--- src/rtl/finite_mod_decoder.sv ---
// Finite-MOD offset decoder: iteratively reduces the input word modulo MOD and removes OFFSET.
// Optional FINITE_DEC_RANGE_CHECK_EN flags inputs >= MOD instead of reducing them.
module finite_mod_decoder #(
  parameter int MOD    = 20,
  parameter int OFFSET = 6,
  parameter int IN_W   = 7,
  parameter int OUT_W  = 5
) (
  input  logic             clk,
  input  logic             rst,
  input  logic             in_valid,
  output logic             in_ready,
  input  logic [IN_W-1:0]  in_data,
  output logic             out_valid,
  input  logic             out_ready,
  output logic [OUT_W-1:0] out_data,
  output logic             out_err
);

  localparam logic [IN_W-1:0] MOD_W = IN_W'(MOD);
  localparam logic [IN_W-1:0] OFF_W = IN_W'(OFFSET);

  typedef enum logic [1:0] {
    S_IDLE,
    S_REDUCE,
    S_OUT
  } state_t;

  state_t           r_state;
  logic [IN_W-1:0]  r_acc;
  logic             r_in_ready;
  logic             r_out_valid;
  logic [OUT_W-1:0] r_out_data;

  assign in_ready  = r_in_ready;
  assign out_valid = r_out_valid;
  assign out_data  = r_out_data;

`ifdef FINITE_DEC_RANGE_CHECK_EN
  logic r_out_err;
  assign out_err = r_out_err;
`else
  assign out_err = 1'b0;
`endif

  always_ff @(posedge clk) begin
    if (!rst) begin
      r_state     <= S_IDLE;
      r_acc       <= '0;
      r_in_ready  <= 1'b1;
      r_out_valid <= 1'b0;
      r_out_data  <= '0;
`ifdef FINITE_DEC_RANGE_CHECK_EN
      r_out_err   <= 1'b0;
`endif
    end else begin
      case (r_state)
        S_IDLE: begin
          if (in_valid) begin
            r_in_ready <= 1'b0;
`ifdef FINITE_DEC_RANGE_CHECK_EN
            // Out-of-range residues skip reduction and report an error directly.
            if (in_data >= MOD_W) begin
              r_out_data  <= '0;
              r_out_err   <= 1'b1;
              r_out_valid <= 1'b1;
              r_state     <= S_OUT;
            end else begin
              r_acc   <= in_data;
              r_state <= S_REDUCE;
            end
`else
            r_acc   <= in_data;
            r_state <= S_REDUCE;
`endif
          end
        end
        S_REDUCE: begin
          if (r_acc >= MOD_W) begin
            r_acc <= r_acc - MOD_W;
          end else begin
            // acc < OFFSET on the wrap path, so acc+MOD-OFFSET stays below MOD.
            if (r_acc >= OFF_W)
              r_out_data <= OUT_W'(r_acc - OFF_W);
            else
              r_out_data <= OUT_W'(r_acc + MOD_W - OFF_W);
`ifdef FINITE_DEC_RANGE_CHECK_EN
            r_out_err <= 1'b0;
`endif
            r_out_valid <= 1'b1;
            r_state     <= S_OUT;
          end
        end
        S_OUT: begin
          if (out_ready) begin
            r_out_valid <= 1'b0;
            r_in_ready  <= 1'b1;
            r_state     <= S_IDLE;
          end
        end
        default: begin
          r_state     <= S_IDLE;
          r_in_ready  <= 1'b1;
          r_out_valid <= 1'b0;
        end
      endcase
    end
  end

endmodule
--- config.mk ---
export PLATFORM = sky130hd
export DESIGN_NAME = finite_mod_decoder
export DESIGN_NICKNAME = d
export VERILOG_FILES = /design/src/rtl/finite_mod_decoder.sv
export SDC_FILE = /design/constraint.sdc
export NUM_CORES = 1
export LEC_CHECK = 0
export CAP_MARGIN = 30
export CORE_MARGIN = 5
export CORE_UTILIZATION = 35
export CTS_CLUSTER_SIZE = 16
export DETAILED_ROUTE_END_ITERATION = 8
export SLEW_MARGIN = 30
export SYNTH_ARGS = -nofsm -noshare
export SYNTH_HDL_FRONTEND = slang
export SYNTH_SLANG_ARGS = --single-unit
--- constraint.sdc ---
create_clock -name clk -period 2.17 [get_ports clk]
set_input_delay 0.434 -clock clk [delete_from_list [all_inputs] [get_ports clk]]
set_output_delay 0.434 -clock clk [all_outputs]
set_load 0.05 [all_outputs]
==> results of run 1 <==
through the flow:
stage               total power (W)  hold WS [ns]
detailed placement         0.000850         0.489
finish                      0.00104         0.502
global placement           0.000846         0.481
CTS                         0.00106         0.513
floorplan                  0.000744         0.496
global route                0.00112         0.535
Yosys cell counts, drive strengths merged:
cell	number	area, µm²
nand2	6	22.5
conb	1	3.75
clkbuf	1	3.75
xnor2	2	17.5
a211oi	2	15.0
o41ai	2	36.3
inv	6	22.5
o21ai	10	50.1
nor4	3	48.8
nor2	16	60.1
nor3	2	10.0
buf	7	46.3
a21oi	11	55.1
a311oi	1	8.76
o21a	2	15.0
o311a	1	10.0
nor2b	3	18.8
dfxtp	16	320
nor3b	2	15.0
ha	6	75.1
o31a	1	8.76
nand2b	3	18.8
or2	1	6.26
a22oi	1	7.51
mux2i	4	40.0
final timing paths:
path | startpoint | end | slack (ns) | cells after the start
min reg2reg | out_valid | out_valid | 0.50 | 2
max | r_acc[1] | r_acc[2] | 0.16 | 7
min | out_valid | out_valid | 0.50 | 2
max reg2reg | r_acc[1] | r_acc[2] | 0.16 | 7
routing by layer:
metal / up-vias / global-route usage
met4: 0 / 0.0697
met2: 16 / 0.172
met5: - / 0
met3: 4 / 0.0393
li1: 414 / -
met1: 342 / 0.144
layout make-up:
class                           instances  area [µm²]  area share
Tap cell                               30        37.5      0.0328
Timing Repair Buffer                   19         185       0.162
Clock buffer                            4        36.3      0.0317
Multi-Input combinational cell         80         543       0.474
Sequential cell                        16         320       0.280
Inverter                                6        22.5      0.0197
tightest hold or removal path, stage by stage (launching register included):
cell	delay, ns
dfxtp_1	0.34
a21oi_1	0.06
nor2_1	0.07
where the power goes:
| group | switching (W) | internal (W) |
|---|---|---|
| logic | 0.000237 | 0.000192 |
| clock network | 0.000101 | 0.000102 |
| registers | 0.0000707 | 0.000341 |
cell families after synthesis:
family | after synthesis
AOI/OAI and AO/OA | 31
xor gates and xnor gates | 2
adders and majority gates | 6
buffers and inverters | 14
DFF | 16
muxes | 4
other | 1
and+or+nand+nor | 36
sequential cells by signal, summed over array words and instances, names as in the netlist:
register and flops:
r_acc 7, out_data 5, r_state 2, in_ready 1, out_valid 1
==> summary.md, run 1 <==
| Metric | Value |
|---|---|
| Mean Syn Cell Area | 8.51 µm² |
| Syn-to-layout area delta | 22.3% |
| DRT Pass-1 Iters | 4 |
| Initial antenna violation count | 0 |
| Synthesis Warnings | 0 |
| Register area share after synthesis | 0.342 |
| RSZ-0062 raised after global routing | no |
| Slew Limit Headroom | 0.651 |
| Clock Skew | about 0.0065 ns |
| Starting density of the core | 0.371 |
| Post-CTS Setup Bufs | 0 |
| Yosys cell types | 29 |
| # fillers | 256 |
| Fin worst setup slack | roughly 0.16 ns |
| Placed Cells incl. Taps | between 150 and 200 |
| Clk_lat worst skew | approximately 0.29 ns |
| Bufs and invs on worst path | 1 |
| Final ANT Viol Nets | 0 |
| Reg clk slew, reported paths | approximately 0.10 ns |
| Top Layer Used | met4 |
| Clock sink count | 16 |
| Mapped Area | between 900 and 1000 µm² |
| Die width | 61.7 µm |
| Crit Path Category | reg -> reg |
| First-pass GRT wire length | 3170 µm |
| Commonest non-fill, non-tap cell in the layout | clkdlybuf4s50_1 |
| Syn_nets | approximately 130 |
| Main combinational cell family by area after synthesis | compound AO/OA/AOI/OAI gates |
| Floorplan die height | 61.7 µm |
| Setup WS pre-CTS | approximately 0.18 ns |
| Post-Syn Instances | 110 |
| Worst endpoint required time | 2.38 ns |
| Cell at the slowest stage of the critical path | o41ai_4 |
| IO Pins | 19 |
| Period utilization | 0.925 |
| Post-DP HPWL | roughly 1500 µm |
| Antenna cells | 0 |
| Design Area, Final | roughly 1100 µm² |
| Vias | 776 |
| Setup TNS | 0 ns |
| Cell Pwr Density | between 900 and 1000 nW/µm² |
| Root buffer cell | clkbuf_4 |
| LEAKAGE | 0.442 nW |
| Final global-route overflow total | 0 |
| Wl on met1 | 930 µm |
| Hold_buf cts | 0 |
| Peak VDD IR | about 0.00041 V |
| First DRT Iteration DRCs | 17 |
| WL/cell | around 12 µm |
| Crit path DAT | around 2.2 ns |
| Final Max Tran Viols | 0 |
| Status | completed |
| Fin cells | between 150 and 200 |
| Placeable Area | between 2000 and 3000 µm² |
| Post-Synth XOR/XNOR Area | 0.0187 |
| Mux share of post-synthesis cell area | 0.0428 |
| PortBufs | 17 |
| Max_cap viols | 0 |
| Critical Path Fanout Max | 9 |
| Die area | between 3000 and 4000 µm² |
| Adder-cell share of the synthesized area | 0.0802 |
| Critical path launch point type | register |
| Routed wl met3 | ~110 µm |
| H-tree Lvls | 1 |
| Slew of the pin with the lowest slew margin | approximately 0.52 ns |
| GRT Total Usage | 0.116 |
| Final setup fails | 0 |
| Largest net degree at the start of global routing | 12 |
| Post-Route WL | 1930 µm |
| Seq cells post-synth | 16 |
| GPL Wtd Cong | 0.837 |
| Nets | 143 |
| Fraction of layout cells with a size suffix above 1 | 0.0800 |
| WL met2 | approximately 860 µm |
| Final Util | 0.454 |
| Crit path cell chain | inv_1 > ha_1 > nor2b_1 > o31a_1 > o41ai_4 > a211oi_1 > a211oi_1 |
| PostCTS Resize Cnt | 0 |
| CP delay by family, top | compound AO/OA/AOI/OAI gates |
| CP endpoint kind | register |
| Critical Path Most Common Cell | a211oi_1 |
| CP peak stage delay | ~0.46 ns |
| Synth Area in Simple Gates | 0.214 |
| Compound-Gate Fraction of Synth Area | 0.221 |
| Final Hold Fails | 0 |
| Total CTS buffers | 3 |
| Hold/Removal Path Class | reg -> reg |
| # rows | 18 |
| Max Clk Rate | between 400 and 500 MHz |
| Commonest cells after routing, fill and taps aside | clkdlybuf4s50_1 (17), nor2_1 (16), dfxtp_1 (16) |
| DR DRC count | 0 |
| CTS max path bufs | 2 |
| Area after DPL | 1110 µm² |
| Final min period | 2.01 ns |
| CTS tree | done |
| Post-DR vias/cell | between 5 and 6 |
| Vias in the first global route | a little over 700 |
No activity file was read; power rests on OpenSTA's default activity.
==> run 2: changes to the inputs <==
SKIP_CTS_REPAIR_TIMING = 1   (was not set)
==> results of run 2 <==
No change in the layout: final DEF, timing and power equal those of run 1.
